File: config.mk
export PLATFORM = sky130hd
export DESIGN_NAME = addpass_dp_arbiter
export DESIGN_NICKNAME = d
export VERILOG_FILES = /design/src/rtl/addpass_dp_arbiter.sv
export SDC_FILE = /design/constraint.sdc
export NUM_CORES = 1
export LEC_CHECK = 0
export ABC_AREA = 1
export BUFFER_PORTS_ARGS = -buffer_cell sky130_fd_sc_hd__buf_2
export CAP_MARGIN = 20
export CORE_UTILIZATION = 30
export CTS_CLUSTER_SIZE = 28
export DETAILED_ROUTE_END_ITERATION = 16
export GPL_TIMING_DRIVEN = 0
export MAX_ROUTING_LAYER = met4
export PLACE_DENSITY_LB_ADDON = 0.08
export SLEW_MARGIN = 5
export SYNTH_ARGS = -nofsm -noshare
export SYNTH_HDL_FRONTEND = slang
export SYNTH_SLANG_ARGS = --single-unit
File: constraint.sdc
create_clock -name clk -period 3.2 [get_ports clk]
set_input_delay 0.64 -clock clk [delete_from_list [all_inputs] [get_ports clk]]
set_output_delay 0.64 -clock clk [all_outputs]
set_load 0.01 [all_outputs]
File: src/rtl/addpass_dp_arbiter.sv
// Round-robin arbiter sharing one combinational 3-bit add/pass datapath.
// Ports: clk, rst (async high); req_valid/req_ready/req_op/req_a/req_b per
// requester; dp_a/dp_b/dp_sel drive the datapath, dp_res returns its result;
// rsp_valid/rsp_ready/rsp_id/rsp_data carry the response; rsp_drop pulses
// when a stalled response is discarded.
module addpass_dp_arbiter #(
  parameter int NREQ     = 4,
  parameter int IDW      = 2,
  parameter int HOLD_MAX = 15
) (
  input  logic              clk,
  input  logic              rst,
  input  logic [NREQ-1:0]   req_valid,
  output logic [NREQ-1:0]   req_ready,
  input  logic [NREQ-1:0]   req_op,
  input  logic [3*NREQ-1:0] req_a,
  input  logic [3*NREQ-1:0] req_b,
  output logic [2:0]        dp_a,
  output logic [2:0]        dp_b,
  output logic              dp_sel,
  input  logic [3:0]        dp_res,
  output logic              rsp_valid,
  input  logic              rsp_ready,
  output logic [IDW-1:0]    rsp_id,
  output logic [3:0]        rsp_data,
  output logic              rsp_drop
);

  localparam int CW = (HOLD_MAX > 0) ? $clog2(HOLD_MAX + 1) : 1;

  typedef enum logic [1:0] {
    S_IDLE,
    S_ISSUE,
    S_RESP
  } state_t;

  state_t          r_state;
  logic [IDW-1:0]  r_ptr;
  logic [IDW-1:0]  r_win;
  logic [CW-1:0]   r_cnt;

  logic            w_any;
  logic [IDW-1:0]  w_win;
  logic [2:0]      w_a;
  logic [2:0]      w_b;
  logic            w_op;
  logic [IDW-1:0]  w_ptr_nxt;
  logic [CW-1:0]   w_cnt_inc;
  logic            w_timeout;

  // First valid requester scanning upward from r_ptr with wrap.
  always_comb begin
    int idx;
    w_any = 1'b0;
    w_win = '0;
    w_a   = '0;
    w_b   = '0;
    w_op  = 1'b0;
    idx   = 0;
    for (int i = 0; i < NREQ; i++) begin
      idx = int'(r_ptr) + i;
      if (idx >= NREQ) idx = idx - NREQ;
      if (!w_any && req_valid[idx]) begin
        w_any = 1'b1;
        w_win = IDW'(idx);
        w_a   = req_a[3*idx +: 3];
        w_b   = req_b[3*idx +: 3];
        w_op  = req_op[idx];
      end
    end
  end

  assign w_ptr_nxt = (r_win == IDW'(NREQ - 1)) ? '0 : r_win + IDW'(1);
  assign w_cnt_inc = r_cnt + CW'(1);
  // The stall counter reaching HOLD_MAX on this cycle means timeout.
  assign w_timeout = (HOLD_MAX > 0) && (w_cnt_inc == CW'(HOLD_MAX));

  always_ff @(posedge clk or posedge rst) begin
    if (rst) begin
      r_state   <= S_IDLE;
      r_ptr     <= '0;
      r_win     <= '0;
      r_cnt     <= '0;
      req_ready <= '0;
      dp_a      <= '0;
      dp_b      <= '0;
      dp_sel    <= 1'b0;
      rsp_valid <= 1'b0;
      rsp_id    <= '0;
      rsp_data  <= '0;
      rsp_drop  <= 1'b0;
    end else begin
      req_ready <= '0;
      rsp_drop  <= 1'b0;
      unique case (r_state)
        S_IDLE: begin
          r_cnt <= '0;
          if (w_any) begin
            r_win     <= w_win;
            dp_a      <= w_a;
            dp_b      <= w_b;
            dp_sel    <= w_op;
            req_ready <= NREQ'(1) << w_win;
            r_state   <= S_ISSUE;
          end
        end
        S_ISSUE: begin
          rsp_data  <= dp_res;
          rsp_id    <= r_win;
          rsp_valid <= 1'b1;
          r_ptr     <= w_ptr_nxt;
          r_cnt     <= '0;
          r_state   <= S_RESP;
        end
        S_RESP: begin
          if (rsp_ready) begin
            rsp_valid <= 1'b0;
            r_cnt     <= '0;
            // Back-to-back: arbitrate with the already advanced pointer.
            if (w_any) begin
              r_win     <= w_win;
              dp_a      <= w_a;
              dp_b      <= w_b;
              dp_sel    <= w_op;
              req_ready <= NREQ'(1) << w_win;
              r_state   <= S_ISSUE;
            end else begin
              r_state   <= S_IDLE;
            end
          end else if (w_timeout) begin
            rsp_valid <= 1'b0;
            rsp_drop  <= 1'b1;
            r_cnt     <= '0;
            r_state   <= S_IDLE;
          end else begin
            r_cnt <= w_cnt_inc;
          end
        end
        default: begin
          r_state <= S_IDLE;
        end
      endcase
    end
  end

endmodule

==> impl_results.md <==
- Number of synthesized register bits: 29
- IO buf count: 57
- CP Data Arrival Time: between 3 and 4 ns
- Util after Layout: 0.3699
- Nets@finish: 818
- Setup CP Type: reg2reg
- Avg WL per Cell: around 17 µm
- VDD IR max: 0.7169 mV
- Syn Inst Count: between 700 and 800
- Lkg Pwr: about 2.6 nW
- Skew final: between 0.004 and 0.005 ns
- Post-route cell area: 4517 µm²
- H-tree levels: 2
- Hpwl dp: between 10 and 15 mm
- Post-CTS setup repair buffer count: 0
- CORE AREA: 12210 µm²
- First-pass DRT Iterations: 7
- Antenna Nets Post-Route: 0
- Post-synthesis cell area: 3824 µm²
- Vias in the first global route: 4526
- Final hold viol count: 0
- CTS max path bufs: 2
- # IOs: 58
- Area after DPL: 4347 µm²
- Starting DRC count in detailed routing: 465
- Die height: 114.9 µm
- Via count: 4851
- Vias/cell: 5.177
- RSZ-0062 raised after global routing: false
- Worst slew margin: 0.3402
- Routed WL: 15.55 mm
- Warnings, synthesis: 0
- Dpl cells: 931
- CTS Hold Buffers Added: 0
- TritonCTS clock tree: built
- Critical Path Fanout Max: 21
- Power Dens Cells: 1337 nW/µm²
- Syn_nets: 755
- Setup TNS: 0 ns
- Min Hold Slack: 0.4017 ns
- Share of layout cells above drive strength 1: 0.1534
- TritonCTS Buffers: 5
- # fillers: 1439
- Crit path launch type: flop
- Area delta synth->final: 18.13%
- Largest net degree at the start of global routing: 22
- Number of diodes: 0
- # setup viols final: 0
- Gr usage total: 0.2499
- Total Power: just over 6 mW
- Pre-CTS setup slack: -0.5433 ns
- Netlist cell types: 39
- Clock slew at reported path FFs: ~0.050 ns
- First-pass GRT wire length: 24.29 mm
- Fmax: 337.0 MHz
- CTS root buf: clkbuf_16
- Worst slew pin tran: about 1 ns
- Status: finished clean
- Max-slew violations: 0
- Initial Utilization: 0.3131
- Tcrit/Tclk final: 0.9272
- Minimum clock period: 2.967 ns
- Critical Path RT: 3.36 ns
- Initial antenna violation count: 0
- Crit path capture type: flop
- Final setup margin: 0.2330 ns
- Clock sinks: 29
- Rows: 40
- Synth Area per Inst: 5.424 µm²
- Routability Congestion: around 0.94
- Remaining Overflow, GRT: 0
- # DRC: 0
- # Max-Cap Violations: 0
- Register area share after synthesis: 0.1898
- Clock Latency Late Sink: between 0.2 and 0.3 ns
- Fin cells: roughly 940
- Hold crit path type: in2async
- Full die area: roughly 13000 µm²
- Die width: 114.9 µm
==> placed cells by master (no fill, tap or decap), types with 4 or more instances in the layout <==
| cell | synthesis | final |
|---|---|---|
| dfrtp_1 | 29 | 29 |
| o21ai_1 | 7 | 7 |
| buf_6 | 7 | 7 |
| nor3_1 | 4 | 4 |
| ha_1 | 11 | 10 |
| buf_2 | 9 | 63 |
| nand3_1 | 108 | 108 |
| nand2_1 | 308 | 308 |
| nand4_1 | 7 | 7 |
| o21ai_0 | 23 | 23 |
| buf_4 | 7 | 9 |
| nor2_1 | 57 | 56 |
| inv_1 | 62 | 62 |
| nand2_2 | 7 | 7 |
| clkbuf_16 | 0 | 5 |
| a21oi_1 | 22 | 21 |
| inv_2 | 6 | 5 |
==> path summary, 6_finish.rpt <==
check                       startpoint  cells past startpoint  slack, ns          end
max                           r_ptr[0]                     17       0.23      dp_b[2]
min                                rst                      2       0.40    rsp_id[0]
max reg2reg                   r_ptr[0]                     17       0.23      dp_b[2]
min reg2reg                rsp_data[0]                      2       0.46  rsp_data[0]
max in group asynchronous          rst                      3       2.33     r_cnt[3]
min in group clk           rsp_data[0]                      2       0.46  rsp_data[0]
==> power by group <==
group          leakage (nW)  total, mW  switching (mW)  internal [mW]
registers             0.371      0.616           0.102          0.515
logic                  2.15       4.94            3.43           1.51
clock network        0.0799      0.480           0.152          0.328
total                  2.60       6.04            3.69           2.35
==> worst max-delay path, stage by stage, from the launching register on <==
cell and delay, ns:
dfrtp_1 0.47, inv_2 0.11, buf_6 0.20, ha_2 0.42, buf_4 0.21, buf_4 0.22, nor2_1 0.07, ha_1 0.26
nand2_1 0.07, nand2_1 0.05, nor2_1 0.18, nor2_4 0.08, nand3_2 0.10, nor2_1 0.05, nor2_1 0.15, a21oi_2 0.07
nand2_1 0.07, nand2_1 0.04
==> sequential cells by signal (all words and copies together), names as in the netlist <==
register,cells
r_cnt,4
r_state,2
dp_b,3
r_win,2
dp_sel,1
rsp_valid,1
rsp_id,2
rsp_drop,1
dp_a,3
r_ptr,2
rsp_data,4
req_ready,4
==> final cells by class <==
type	instances	area, µm²	area share
Timing Repair Buffer	58	312.8	0.06925
Multi-Input combinational cell	578	2650	0.5867
Inverter	71	272.8	0.06039
Clock inverter	1	5.005	0.001108
Buffer	25	187.7	0.04155
Clock buffer	7	152.6	0.03379
Tap cell	168	210.2	0.04654
Sequential cell	29	725.7	0.1607
==> repair_timing <==
| item | CTS | global route |
|---|---|---|
| setup endpoints to repair | 6 | 1 |
| endpoints found under the hold margin | 0 | 0 |
| resized for setup | 6 | 1 |
| pin swaps | 0 | 0 |
==> routing by layer <==
metal	vias to the layer above	global-route usage	wire, µm
li1	2375	-	-
met1	2245	0.3455	7200
met2	199	0.3735	6692
met3	32	0.03848	1299
met4	0	0.07359	361
met5	-	-	0
==> cell usage after synthesis, drive strengths merged <==
library cell | n | area, µm²
conb | 1 | 3.750
o22ai | 1 | 6.260
nand3 | 111 | 570.6
a21boi | 2 | 15.02
nand4 | 8 | 65.06
o21a | 1 | 7.510
nand3b | 1 | 7.510
nor3 | 6 | 46.30
mux2i | 1 | 10.01
a21oi | 23 | 118.9
o21ai | 31 | 158.9
xnor2 | 2 | 17.52
clkinv | 2 | 8.750
nor2 | 60 | 237.7
clkbuf | 3 | 11.26
buf | 24 | 180.2
ha | 11 | 137.6
dfrtp | 29 | 725.7
nand2 | 316 | 1211
o211ai | 3 | 22.52
inv | 69 | 261.5
==> cell families (layout without fill, tap and decap cells) <==
| group | count (synthesis) | in the layout | share of synthesized area |
|---|---|---|---|
| AOI/OAI and AO/OA | 61 | 61 | 0.08606 |
| xor gates and xnor gates | 2 | 2 | 0.004582 |
| adders and majority gates | 11 | 11 | 0.03599 |
| buffers and inverters | 98 | 162 | 0.1207 |
| DFF | 29 | 29 | 0.1898 |
| muxes | 1 | 1 | 0.002618 |
| other | 1 | 1 | 0.0009807 |
| and+or+nand+nor | 502 | 502 | 0.5592 |
No activity file was read; power rests on OpenSTA's default activity.
